[config.mk]
export PLATFORM = sky130hd
export DESIGN_NAME = awmc_panel_ctrl
export DESIGN_NICKNAME = d
export VERILOG_FILES = /design/src/rtl/awmc_pkg.sv /design/src/rtl/awmc_debounce.sv /design/src/rtl/awmc_panel_ctrl.sv
export SDC_FILE = /design/constraint.sdc
export NUM_CORES = 1
export LEC_CHECK = 0
export ABC_AREA = 1
export BUFFER_PORTS_ARGS = -buffer_cell sky130_fd_sc_hd__buf_2
export CELL_PAD_IN_SITES_DETAIL_PLACEMENT = 1
export CELL_PAD_IN_SITES_GLOBAL_PLACEMENT = 1
export CORE_ASPECT_RATIO = 0.7
export CORE_UTILIZATION = 25
export CTS_CLUSTER_SIZE = 28
export DETAILED_ROUTE_END_ITERATION = 8
export GPL_ROUTABILITY_DRIVEN = 0
export HOLD_SLACK_MARGIN = 0.08
export PLACE_DENSITY_LB_ADDON = 0.12
export SETUP_SLACK_MARGIN = 0.5
export SLEW_MARGIN = 20
export SYNTH_ARGS = -nofsm -noshare
export SYNTH_HDL_FRONTEND = slang
export SYNTH_SLANG_ARGS = --single-unit
[constraint.sdc]
create_clock -name clk -period 2.4 [get_ports clk]
set_input_delay 0.48 -clock clk [delete_from_list [all_inputs] [get_ports clk]]
set_output_delay 0.48 -clock clk [all_outputs]
set_load 0.01 [all_outputs]
[src/rtl/awmc_pkg.sv]
// Shared codes for the washing-machine front panel: controller stage codes
// and the panel FSM state encoding shown on the display.
package awmc_pkg;

  localparam logic [2:0] STG_IDLE  = 3'd0;
  localparam logic [2:0] STG_FILL  = 3'd1;
  localparam logic [2:0] STG_WASH  = 3'd2;
  localparam logic [2:0] STG_RINSE = 3'd3;
  localparam logic [2:0] STG_SPIN  = 3'd4;
  localparam logic [2:0] STG_DRAIN = 3'd5;

  typedef enum logic [2:0] {
    P_IDLE   = 3'd0,
    P_ARM    = 3'd1,
    P_RUN    = 3'd2,
    P_PAUSED = 3'd3,
    P_DONE   = 3'd4,
    P_FAULT  = 3'd5
  } panel_state_e;

endpackage

[src/rtl/awmc_debounce.sv]
// Button conditioner: 2-FF synchronizer, stability counter and a one-cycle
// press event on each accepted 0->1 change. Raw edge to event is
// 2 + DEBOUNCE_CYCLES cycles.
module awmc_debounce #(
  parameter int DEBOUNCE_CYCLES = 16
) (
  input  logic clk,
  input  logic reset,
  input  logic raw_i,
  output logic press_o
);
  import awmc_pkg::*;

  localparam int CW = $clog2(DEBOUNCE_CYCLES + 1);
  localparam logic [CW-1:0] CNT_LAST = CW'(DEBOUNCE_CYCLES - 1);

  logic          sync1_q, sync2_q, level_q, press_q;
  logic [CW-1:0] cnt_q;

  // Synchronize, then accept a new level once it has differed from the
  // accepted one for DEBOUNCE_CYCLES consecutive samples.
  always_ff @(posedge clk) begin
    if (reset) begin
      sync1_q <= 1'b0;
      sync2_q <= 1'b0;
      level_q <= 1'b0;
      press_q <= 1'b0;
      cnt_q   <= '0;
    end else begin
      sync1_q <= raw_i;
      sync2_q <= sync1_q;
      press_q <= 1'b0;
      if (sync2_q == level_q) begin
        cnt_q <= '0;
      end else if (cnt_q == CNT_LAST) begin
        level_q <= sync2_q;
        press_q <= sync2_q;
        cnt_q   <= '0;
      end else begin
        cnt_q <= cnt_q + CW'(1);
      end
    end
  end

  assign press_o = press_q;

endmodule

[src/rtl/awmc_panel_ctrl.sv]
// Front-panel command initiator: debounced start/pause buttons gated by the
// door sensor drive the washing controller; tracks stage/done for door lock,
// completion buzzer and sticky fault.
module awmc_panel_ctrl #(
  parameter int DEBOUNCE_CYCLES = 16,
  parameter int START_PULSE     = 2,
  parameter int ARM_TIMEOUT     = 64,
  parameter int BUZZ_CYCLES     = 32
) (
  input  logic       clk,
  input  logic       reset,
  input  logic       btn_start_raw,
  input  logic       btn_pause_raw,
  input  logic       door_closed,
  input  logic [2:0] stage,
  input  logic       done,
  output logic       start,
  output logic       pause,
  output logic       door_lock,
  output logic       buzzer,
  output logic       err,
  output logic [2:0] panel_state
);
  import awmc_pkg::*;

  localparam int PW = $clog2(START_PULSE + 1);
  localparam int TW = $clog2(ARM_TIMEOUT + 1);
  localparam int BW = $clog2(BUZZ_CYCLES + 1);
  localparam logic [PW-1:0] PULSE_INIT = PW'(START_PULSE - 1);
  localparam logic [TW-1:0] TMO_INIT   = TW'(ARM_TIMEOUT - 1);
  localparam logic [BW-1:0] BUZZ_INIT  = BW'(BUZZ_CYCLES - 1);

  logic          start_evt, pause_evt;
  panel_state_e  state_q, state_d;
  logic          start_q, pause_q, door_lock_q, buzzer_q, err_q;
  logic [PW-1:0] pulse_q;
  logic [TW-1:0] tmo_q;
  logic [BW-1:0] buzz_q;
  logic          door_guarded;

  awmc_debounce #(.DEBOUNCE_CYCLES(DEBOUNCE_CYCLES)) u_db_start (
    .clk(clk), .reset(reset), .raw_i(btn_start_raw), .press_o(start_evt)
  );

  awmc_debounce #(.DEBOUNCE_CYCLES(DEBOUNCE_CYCLES)) u_db_pause (
    .clk(clk), .reset(reset), .raw_i(btn_pause_raw), .press_o(pause_evt)
  );

  assign door_guarded = (state_q == P_ARM) || (state_q == P_RUN) || (state_q == P_PAUSED);

  // Next-state selection; an open door while the drum is in use beats everything.
  always_comb begin
    state_d = state_q;
    case (state_q)
      P_IDLE:   if (start_evt && door_closed) state_d = P_ARM;
      P_ARM:    if (stage != STG_IDLE) state_d = P_RUN;
                else if (tmo_q == '0) state_d = P_FAULT;
      P_RUN:    if (done) state_d = P_DONE;
                else if (pause_evt) state_d = P_PAUSED;
      P_PAUSED: if (start_evt || pause_evt) state_d = P_RUN;
      P_DONE:   if (buzz_q == '0) state_d = P_IDLE;
      P_FAULT:  state_d = P_FAULT;
      default:  state_d = P_IDLE;
    endcase
    if (door_guarded && !door_closed) state_d = P_FAULT;
  end

  // State register, timers and outputs registered from the next state.
  always_ff @(posedge clk) begin
    if (reset) begin
      state_q     <= P_IDLE;
      start_q     <= 1'b0;
      pause_q     <= 1'b0;
      door_lock_q <= 1'b0;
      buzzer_q    <= 1'b0;
      err_q       <= 1'b0;
      pulse_q     <= '0;
      tmo_q       <= '0;
      buzz_q      <= '0;
    end else begin
      state_q     <= state_d;
      door_lock_q <= (state_d == P_ARM) || (state_d == P_RUN) || (state_d == P_PAUSED);
      pause_q     <= (state_d == P_PAUSED) || (state_d == P_FAULT);
      err_q       <= (state_d == P_FAULT);
      buzzer_q    <= (state_d == P_DONE);

      if (state_d == P_ARM && state_q != P_ARM) begin
        start_q <= 1'b1;
        pulse_q <= PULSE_INIT;
        tmo_q   <= TMO_INIT;
      end else if (state_d == P_ARM) begin
        start_q <= (pulse_q != '0);
        if (pulse_q != '0) pulse_q <= pulse_q - PW'(1);
        if (tmo_q != '0) tmo_q <= tmo_q - TW'(1);
      end else begin
        start_q <= 1'b0;
        pulse_q <= '0;
      end

      if (state_d == P_DONE && state_q != P_DONE) buzz_q <= BUZZ_INIT;
      else if (state_q == P_DONE && buzz_q != '0) buzz_q <= buzz_q - BW'(1);
    end
  end

  assign start       = start_q;
  assign pause       = pause_q;
  assign door_lock   = door_lock_q;
  assign buzzer      = buzzer_q;
  assign err         = err_q;
  assign panel_state = state_q;

endmodule
[After elaboration in Yosys (flattened, before gate mapping)]
Cells that the tools add are included.
Cells by class
  $add $sub $neg: 5
  equal/unequal tests: 17
  mux-type cells: 19
  bitwise logic cells: 5
  reductions and logical operators: 33
Operator list (number)
  $mux 3: 8
  $mux 6: 3
  $pmux 3 s6: 1
  $reduce_or 3->1: 5
  $eq 3x2->1 const B: 4
  $eq 3x3->1 const B: 4
  $add 5x1->5 const B: 2
  $eq 5x4->1 const B: 2
  $mux 5: 2
  $reduce_and 2->1: 4
  $reduce_bool 2->1: 4
  $logic_not 7->1: 1
  $reduce_bool 7->1: 1
  $sub 7x1->7 const B: 1
  $eq 3x1->1 const B: 2
  $logic_not 6->1: 1
  $logic_or 1x1->1: 6
  $ne 3x1->1 const B: 2
  $reduce_bool 6->1: 1
  $sub 6x1->6 const B: 1
  $logic_and 1x1->1: 5
  $mux 1: 5
  $not 1->1: 5
  $reduce_or 2->1: 2
  other kinds (6): 7
Storage, ports and cells
  flip-flop bits (word level): 41
  bits of input ports: 9
  output and inout port bits: 8
  logic and storage cells: 101

[Depth between registers and ports, before layout]
Gate-level depths: netlist of the first run.
  word-level depth: 9
  mapped depth: 11
  gate-level depth less buffers: 11

[Hierarchy]
A second synthesis of the first run with hierarchy kept.
Second synthesis, totals
  cells, all modules: 262
  area total of the unflattened synthesis: 1939.4 µm²
By module, submodules not included
  awmc_panel_ctrl: times used 1, cells an instance 178, area each 1256.2 µm², seq. area each 460.4 µm²
  awmc_debounce: times used 2, cells an instance 42, area each 341.6 µm², seq. area each 180.2 µm²

[Least setup slack after synthesis of the first run]
OpenSTA, ideal clock, no wires.
  path type: register to register
  start point: reg tmo_q[0]
  end point: reg tmo_q[6]
  library setup time: 113 ps
  data arrival time: 1338 ps
  data required time: 2287 ps
  setup slack: 950 ps
  stages on the path, launching flop included: 11
  buffers on the path: 0
  clock period less this slack: 1450 ps
  cells stage by stage: dfxtp_1 -> inv_1 -> ha_1 -> nand2_1 -> nor2_1 -> nand2_1 -> nand3_2 -> nor2_8 -> nand3_4 -> o21bai_2 -> inv_1
Between the ends
  longest elaborated chain between the ends: 8
  elaborated cells between the ends (all ways): 11
  those cells by class: add/sub: 1; eq/ne: 1; mux: 4; reduce/logical: 5
Ends and longest elaborated chain
  from (decl): line awmc_panel_ctrl.sv:37  | logic [TW-1:0] tmo_q;
  from (signal assigned): line awmc_panel_ctrl.sv:94  | if (tmo_q != '0) tmo_q <= tmo_q - TW'(1);
  $logic_not 7->1: line awmc_panel_ctrl.sv:57  | else if (tmo_q == '0) state_d = P_FAULT;
  $mux 3: line awmc_panel_ctrl.sv:57
  $mux 3: line awmc_panel_ctrl.sv:56  | P_ARM: if (stage != STG_IDLE) state_d = P_RUN;
  $pmux 3 s6: line awmc_panel_ctrl.sv:54  | case (state_q)
  $mux 3: line awmc_panel_ctrl.sv:65  | if (door_guarded && !door_closed) state_d = P_FAULT;
  $eq 3x1->1: line awmc_panel_ctrl.sv:87, awmc_panel_ctrl.sv:91
  $logic_and 1x1->1: line awmc_panel_ctrl.sv:87  | if (state_d == P_ARM && state_q != P_ARM) begin
  $reduce_or 2->1 (no source line)
Several ways; a longest one is shown, not always the timed one.
A chain may end at the register's enable or synchronous reset.

[Worst setup path in the final report of the first run]
  start point: reg state_q[2] (netlist: panel_state[2])
  end point: reg tmo_q[6]
Between the ends
  longest elaborated chain between the ends: 8
  elaborated cells between the ends (all ways): 23
  those cells by class: eq/ne: 7; mux: 9; reduce/logical: 7
Ends and longest elaborated chain
  from (decl): line awmc_panel_ctrl.sv:34  | panel_state_e state_q, state_d;
  from (signal assigned): line awmc_panel_ctrl.sv:81  | state_q <= state_d;
  parallel branches: the longest is 8 deep, another holds $pmux 3 s6
Several ways; the timed one is not identified.

==> metrics.yaml, run 1 <==
status: "completed"
crit_path_max_fanout: 9
antenna_found_initial: 0
start_util_pct: 26.2
dpl.hpwl_mm: 3.34
synth_fa_ha_area_share_pct: 4.50
r2r-end: "tmo_q[6]"
critPathLaunchType: "register"
netlist-cell-type-count: 30
finalNonFillerCells: 376
overflow: 0
worst_slew_pin_slew_ps: 371
syn2layout_area_growth_pct: 14.4
synth_ff_type: "dfxtp_1"
rsz0062_at_grt: "false"
drt-total-wl_mm: 4.33
fin_ws_ps: 702
synth_top_area_share_pct: 42.2
hold_ws_ps: 403
skew_ps: 1.92
hold_buffers: 0
dieWidth_um: 107
max-cap-violations: 0
avgSynthCellArea_um2: 7.57
crit_chain: "inv_1, nand4_2, nand2_2, inv_1, nand2_4, nand3_4, o21bai_2, inv_1"
placementRows: 26
hold_viol: 0
synthArstFlopShare_pct: 0
drt-pass1-iter-count: 4
max_slew_margin_pct: 75.3
drt_iter0_drc: 77
min_path_cells: 3
synthCells: 257
final.fill_count: 934
period_share_pct: 70.7
synth_top_family_by_area: "simple AND/OR/NAND/NOR gates"
num_vias: 1620
dieArea_um2: 8140
worstSetupEndpointType: "register"
final_nets: 294
drive_gt1_share_pct: 14.7
grt_pass1_vias: 1580
tns_ps: 0
worstPathRequired_ps: 2590
reg2reg_slack_ps: 700
cts_tree: "yes"
critPathBufInv: 3
grt_max_degree: 24
synth_top_cells_by_count: "nand2_1 (49), nor2_1 (43), dfxtp_1 (41)"
io_buffers: 16
pin_count: 17
clock_latency_ps: 280
postCtsSetupBuffers: 0
total_power_mw: 1.16
period_needed_ps: 1700
slew_violations: 0
yosys_warnings: 0
synth-xor-area-share_pct: 3.15
holdCritPathClass: "in -> reg"
cp_slowest_cell: "dfxtp_1"
muxShareOfSynthArea_pct: 0
netlist_area_um2: 1940
wl_per_cell_um: 11.5
clockBufferDepth: 2
arrival_ps: 1880
clk_root_buffer_cell: "clkbuf_8"
htreeDepth: 2
finalSetupViolations: 0
r2r_start: "panel_state[2]"
synth.area.top_cells: "dfxtp_1 (42%), nand2_1 (9.5%), nor2_1 (8.3%)"
hold_path_startpoint: "btn_start_raw"
fmax_ghz: 0.589
synth_top_cell_by_area: "dfxtp_1"
path_clk_slew_ps: 70
synth_edf_count: 0
die_h_um: 75.8
dp.cells: 369
path_common_cell: "inv_1"
irDropWorstVdd_v: 0.000196
pwr_density_cell_nw_per_um2: 523
r2r_cells: 8
cts_sinks: 41
cts_made_buffers: 5
ant_nets: 0
seq_area_frac_synth_pct: 42.2
synth_compound_gate_area_share_pct: 6.89
design.core.area_um2: 7420
antenna_cells: 0
holdPathEnd: "u_db_start.sync1_q"
cp_top_family: "simple AND/OR/NAND/NOR gates"
vias_per_cell: 4.31
grt_first_pass_wirelength_mm: 7.55
place_ws_ps: 518
synth_nets: 273
yosysMostFrequentCell: "nand2_1"
total_leakage_power_nw: 0.966
critPathKind: "reg -> reg"
synth-simple-area-share_pct: 34.7
drc_errors: 0
ys_ff_latch: 41
slowest_delay_ps: 330
track_usage_pct: 12.1
report_power, final:
part,internal [mW],switching [mW]
logic,0.00962,0.0181
registers,0.684,0.00195
clock network,0.228,0.222
total,0.922,0.242
area by class of cell:
type	instances	area, um^2	area share (%)
clock buffer	7	86.3	3.88
inverter	39	146	6.58
multi-input combinational	174	961	43.2
sequential	41	821	36.9
tap	98	123	5.51
timing repair buffer	17	87.6	3.94
worst reg2reg max path: cells and delay by family (launching register included):
family          cells  cell delay, ps
simple gates        4             830
flops               1             330
compound gates      1             140
buf+inv             3             300
sequential cells by signal (all words and copies together) (netlist names), 2 cells and up:
| register | count |
|---|---|
| buzz_q | 6 |
| panel_state | 3 |
| pulse_q | 2 |
| tmo_q | 7 |
| u_db_pause.cnt_q | 5 |
| u_db_start.cnt_q | 5 |
metrics by stage:
step / utilization [%] / cell area (um^2)
after floorplan: - / 1940
after detailed placement: 28.8 / 2140
after CTS: 30.0 / 2220
after global routing: 30.0 / 2220
after global placement: 28.8 / 2140
final: 30.0 / 2220
timing repair:
| action | in CTS | in global routing |
|---|---|---|
| resized for setup | 0 | 1 |
| setup endpoints to repair | 0 | 15 |
| hold endpoints to repair | 0 | 0 |
layout by cell type, fill, tap and decap left out, drive strengths merged:
cell type | netlist | final
a21oi | 16 | 16
nor2 | 44 | 44
nor3 | 3 | 3
a211oi | 2 | 2
inv | 39 | 39
o21ai | 4 | 4
or2 | 3 | 3
clkbuf | 2 | 7
nand4 | 10 | 10
ha | 7 | 7
o21bai | 2 | 2
nor3b | 1 | 1
nand2 | 52 | 52
xor2 | 6 | 6
nand3b | 4 | 4
xnor2 | 1 | 1
nand3 | 18 | 18
nor4 | 1 | 1
dfxtp | 41 | 41
buf | 1 | 17
layer usage:
metal	part of all wire, %	GRT usage, %	wire [um]
met1	58	17.1	2490
met2	38	18.0	1660
met3	3.2	3.08	138
met4	0.90	4.11	39
met5	0	0	0
worst max path at each step:
stage               depth (start not counted)   endpoint            from  slack, ps
global route                                6  buzz_q[4]  panel_state[0]        540
finish                                      8   tmo_q[6]  panel_state[2]        700
floorplan                                  10   tmo_q[6]        tmo_q[0]        950
detailed placement                          9  buzz_q[5]        stage[1]        520
global placement                            9  buzz_q[5]        stage[1]        510
CTS                                         6  buzz_q[4]  panel_state[0]        540
cells by family (layout without fill, tap and decap cells):
group | count (synthesis) | count (layout)
AND/OR/NAND/NOR | 136 | 136
XOR/XNOR | 7 | 7
flip-flops | 41 | 41
adder cells (fa/ha/maj) | 7 | 7
buffers and inverters | 42 | 63
AO/OA/AOI/OAI | 24 | 24
Power figures use the tool's default switching activity.
==> run 2: changes to the inputs <==
==> constraint.sdc (replaced) <==
create_clock -name clk -period 1.7 [get_ports clk]
set_input_delay 0.34 -clock clk [delete_from_list [all_inputs] [get_ports clk]]
set_output_delay 0.34 -clock clk [all_outputs]
set_load 0.01 [all_outputs]
==> run 2 against run 1 <==
- critical path depth unchanged
- register-to-register slack worse by 500 ps
- design area increased by 30%
- non-clock buffer count grew 31
- fmax up 13%
- sequential power up 41%
- largest power group unchanged
- sequential share of layout area decreased by 7.9 points
- utilization rose by 9.1 points
- routed wire length is 24% higher
==> metrics.yaml, run 2 (synthesized netlist as in run 1, its figures left out) <==
status: "completed"
vias_per_cell: 4.47  # +3.8%
pwr_density_cell_nw_per_um2: 612  # +17%
placementRows: 26  # unchanged
die_h_um: 75.8  # unchanged
grt_first_pass_wirelength_mm: 8.66  # +15%
final_common_cell: "nand2_1"
design.core.area_um2: 7420  # unchanged
htreeDepth: 2  # unchanged
period_needed_ps: 1500  # -201 ps
hold_ws_ps: 235  # -167 ps
cp_slowest_cell: "dfxtp_4"
dpl.hpwl_mm: 3.39  # +1.3%
tns_ps: 0  # unchanged
dieWidth_um: 107  # unchanged
drt_iter0_drc: 45  # -42%
grt_max_degree: 24  # unchanged
worstSetupEndpointType: "register"
dieArea_um2: 8140  # unchanged
pin_count: 17  # unchanged
final_util_pct: 39.1  # +9.1 points
drt-total-wl_mm: 5.36  # +24%
start_util_pct: 26.2  # unchanged
max_slew_margin_pct: 73.5  # -1.8 points
worstPathRequired_ps: 1940  # -650 ps
arrival_ps: 1740  # -140 ps
worst_slew_pin_slew_ps: 398  # +27.0 ps
final.fill_count: 865  # -7.4%
fmax_ghz: 0.668  # +13%
regMostFlops: "tmo_q"
drc_errors: 0  # unchanged
drive_gt1_share_pct: 47.3  # +33 points
num_vias: 1830  # +13%
skew_ps: 5.87  # +3.95 ps
track_usage_pct: 14.1  # +2.0 points
drt-pass1-iter-count: 4  # unchanged
overflow: 0  # unchanged
clockBufferDepth: 2  # unchanged
top_regs: "tmo_q: 7 flops, buzz_q: 6 flops"
io_buffers: 16  # unchanged
rsz0062_at_grt: "true"
holdCritPathClass: "in -> reg"
cp_top_family: "simple AND/OR/NAND/NOR gates"
slowest_delay_ps: 390  # +60 ps
crit_path_max_fanout: 7  # -2
slew_violations: 0  # unchanged
path_clk_slew_ps: 90  # +20 ps
final_nets: 326  # +11%
critPathBufInv: 3  # unchanged
total_leakage_power_nw: 1.21  # +25%
most-common-layout-cells: "nand2_1 (41), dfxtp_1 (30), buf_4 (27)"
finalSetupViolations: 0  # unchanged
antenna_found_initial: 0  # unchanged
ant_nets: 0  # unchanged
grt_pass1_vias: 1806  # +14%
clk_root_buffer_cell: "clkbuf_8"
path_common_cell: "inv_4"
largest_reg_flops: 7  # unchanged
antenna_cells: 0  # unchanged
clock_latency_ps: 300  # +20 ps
total_power_mw: 1.78  # +53%
cts_sinks: 41  # unchanged
critPathKind: "reg -> reg"
max-cap-violations: 0  # unchanged
syn2layout_area_growth_pct: 49.2
cts_tree: "yes"
irDropWorstVdd_v: 0.000392  # +100%
wl_per_cell_um: 13.1  # +14%
cts_made_buffers: 5  # unchanged
critPathLaunchType: "register"
hold_viol: 0  # unchanged
period_share_pct: 88.0  # +17 points
crit_chain: "inv_4, nand2_4, nand3b_1, buf_4, inv_4, nor3_4, nand4_4, a21oi_1"
==> run 2: path summary, 6_finish.rpt <==
check	startpoint	endpoint	slack, ps	cells after the start
worst min register to register	u_db_pause.sync1_q	u_db_pause.sync2_q	400	2
worst min-delay path	btn_start_raw	u_db_start.sync1_q	240	3
worst max register to register	panel_state[0]	buzz_q[4]	200	8
worst max-delay path	panel_state[0]	buzz_q[4]	200	8
==> run 2: layout make-up <==
class	instances	area (um^2)	area share, %
Clock buffer	6	93.8	3.23
Sequential cell	41	842	29.0
Tap cell	98	123	4.23
Multi-Input combinational cell	175	1300	44.8
Inverter	39	159	5.48
Timing Repair Buffer	48	369	12.7
Clock inverter	2	16.3	0.561
==> run 2: what timing repair did <==
item,4_1_cts,5_1_grt
gates cloned,1,0
resized for setup,41,39
pin swaps,13,25
hold buffers,0,0
setup endpoints to repair,35,39
buffers inserted,21,5
==> run 2: stage by stage <==
step | setup slack [ps] | cells | cell area [um^2]
CTS | 229 | 404 | 2720
global placement | 74.3 | 374 | 2260
finish | 204 | 409 | 2900
detailed placement | 54.2 | 374 | 2260
global route | 112 | 409 | 2900
floorplan | 316 | 257 | 2030
==> run 2: worst register-to-register path, cell delays in order, from the launching register on <==
cell      delay (ps)
dfxtp_4          390
inv_4             90
nand2_4           60
nand3b_1         140
buf_4            150
inv_4             60
nor3_4           190
nand4_4          200
a21oi_1          160
==> run 2: where the power goes <==
part | switching (mW) | internal, mW
Clock | 0.385 | 0.381
Sequential | 0.00298 | 0.961
Combinational | 0.0310 | 0.0162
Total | 0.419 | 1.36
==> run 2: layer usage <==
metal  vias to the layer above  global-route usage (%)  routed length (um)
li1                        936                       -                   -
met1                       861                    18.2                2640
met2                        24                    23.2                2480
met3                         9                    3.85                 170
met4                         0                    4.72                  68
met5                         -                       0                   0
==> run 3: changes to the inputs <==
--- a/config.mk
+++ b/config.mk
@@ -7,8 +7,6 @@
 export LEC_CHECK = 0
 export ABC_AREA = 1
 export BUFFER_PORTS_ARGS = -buffer_cell sky130_fd_sc_hd__buf_2
-export CELL_PAD_IN_SITES_DETAIL_PLACEMENT = 1
-export CELL_PAD_IN_SITES_GLOBAL_PLACEMENT = 1
 export CORE_ASPECT_RATIO = 0.7
 export CORE_UTILIZATION = 25
 export CTS_CLUSTER_SIZE = 28
==> run 3 against run 2 <==
- combinational power is 5.3% higher
- first-iteration DRC count is 78% higher
- sequential power hardly changed
- routed wire length is 12% lower
- critical path depth stayed put
==> metrics.yaml, run 3 (synthesized netlist as in run 1, its figures left out) <==
status: "completed"
slew_violations: 0  # unchanged
drt-total-wl_mm: 4.75  # -12%
max-cap-violations: 0  # unchanged
cts_tree: "yes"
drive_gt1_share_pct: 44.8  # -2.5 points
holdCritPathClass: "in -> reg"
placementRows: 26  # unchanged
period_needed_ps: 1510  # +9.01 ps
rsz0062_at_grt: "true"
largest_reg_flops: 7  # unchanged
final_nets: 321  # -1.5%
grt_pass1_vias: 1597  # -12%
period_share_pct: 88.6  # +0.53 points
top_regs: "tmo_q: 7 flops, buzz_q: 6 flops"
path_clk_slew_ps: 80  # about the same
crit_chain: "inv_6, nand2_4, nand3b_1, inv_4, nor3_4, buf_4, buf_6, a211oi_1"
critPathLaunchType: "register"
arrival_ps: 1670  # -70 ps
crit_path_max_fanout: 4  # -3
hold_buffers: 0  # unchanged
critPathKind: "reg -> reg"
cts_made_buffers: 5  # unchanged
pwr_density_cell_nw_per_um2: 621  # +1.4%
tns_ps: 0  # unchanged
worst_slew_pin_slew_ps: 475  # +77.8 ps
pin_count: 17  # unchanged
dieWidth_um: 107  # unchanged
max_slew_margin_pct: 68.3  # -5.2 points
most-common-layout-cells: "nand2_1 (40), dfxtp_1 (30), inv_1 (27)"
hold_ws_ps: 258  # +22.2 ps
fmax_ghz: 0.664  # -0.60%
num_vias: 1710  # -6.6%
drt-pass1-iter-count: 4  # unchanged
irDropWorstVdd_v: 0.000257  # -35%
final.fill_count: 786  # -9.1%
vias_per_cell: 4.23  # -5.4%
final_common_cell: "nand2_1"
finalSetupViolations: 0  # unchanged
clockBufferDepth: 2  # unchanged
total_leakage_power_nw: 1.16  # -3.9%
overflow: 0  # unchanged
antenna_found_initial: 0  # unchanged
dpl.hpwl_mm: 3.13  # -7.5%
hold_viol: 0  # unchanged
drc_errors: 0  # unchanged
worstPathRequired_ps: 1870  # -70 ps
grt_first_pass_wirelength_mm: 7.61  # -12%
grt_max_degree: 24  # unchanged
ant_nets: 0  # unchanged
cts_sinks: 41  # unchanged
track_usage_pct: 12.3  # -1.8 points
clk_root_buffer_cell: "clkbuf_8"
worstSetupEndpointType: "register"
clock_latency_ps: 290  # about the same
design.core.area_um2: 7420  # unchanged
dieArea_um2: 8140  # unchanged
slowest_delay_ps: 370  # -20 ps
skew_ps: 2.42  # -3.45 ps
die_h_um: 75.8  # unchanged
io_buffers: 16  # unchanged
syn2layout_area_growth_pct: 46.7
regMostFlops: "tmo_q"
start_util_pct: 26.2  # unchanged
wl_per_cell_um: 11.7  # -10%
cp_slowest_cell: "dfxtp_4"
drt_iter0_drc: 80  # +78%
antenna_cells: 0  # unchanged
htreeDepth: 2  # unchanged
## run 3: changes by cell type in the layout (fill, tap and decap cells not counted), sizes merged
| cell | delta |
|---|---|
| clkinvlp | -1 |
| clkinv | -1 |
| clkbuf | +2 |
| buf | -6 |
| nand2 | +1 |
## run 3: worst max-delay path: cells and delay by family, from the launching register on
kind / cells / cell delay (ps)
AND/OR/NAND/NOR: 3 / 510
flip-flops: 1 / 370
buffers and inverters: 4 / 440
AO/OA/AOI/OAI: 1 / 60
## run 3: repair_timing
item                                    4_1_cts  5_1_grt
endpoints found under the setup margin       34       40
buffers inserted                             12        6
hold endpoints to repair                      0        0
cloned                                        1        1
gates resized for setup                      45       33
pin swaps                                    23       16
## run 3: metrics by stage
| stage | cells | total power, mW | worst slack, ps | util [%] | cell area [um^2] |
|---|---|---|---|---|---|
| 2_1_floorplan | 257 | 1.01 | 316 | - | 2030 |
| 6_report | 404 | 1.77 | 195 | 38.5 | 2850 |
| 3_5_place_dp | 376 | 1.03 | 128 | 30.7 | 2280 |
| 5_1_grt | 404 | 1.85 | 120 | 38.5 | 2850 |
| 4_1_cts | 397 | 1.81 | 237 | 36.0 | 2670 |
| 3_3_place_gp | 376 | 1.03 | 97.8 | 30.7 | 2280 |
## run 3: layout make-up
type,count,area (um^2),share of cell area (%)
Tap cell,98,123,4.30
Multi-Input combinational cell,176,1300,45.5
Timing Repair Buffer,42,319,11.2
Sequential cell,41,842,29.5
Clock buffer,8,111,3.90
Inverter,39,159,5.57
## run 3: worst paths after layout
check / from / end / slack [ps] / cells past startpoint
max reg2reg: panel_state[1] / door_lock / 190 / 8
min: btn_pause_raw / u_db_pause.sync1_q / 260 / 3
max: panel_state[1] / door_lock / 190 / 8
min reg2reg: u_db_pause.sync1_q / u_db_pause.sync2_q / 410 / 2
## run 3: report_power, final
part	total, mW	internal [mW]	switching [mW]	leakage, nW
clock network	0.757	0.420	0.337	0.0566
registers	0.964	0.960	0.00393	0.338
logic	0.0498	0.0165	0.0333	0.765
## run 3: per-layer routing
metal  vias up  track usage [%]  share of wire, %  routed length, um
li1        916                -                 -                  -
met1       769             16.7                55               2610
met2        20             19.1                41               1940
met3         5             3.17               3.1                147
met4         0             4.57               1.1                 51
met5         -                0                 0                  0
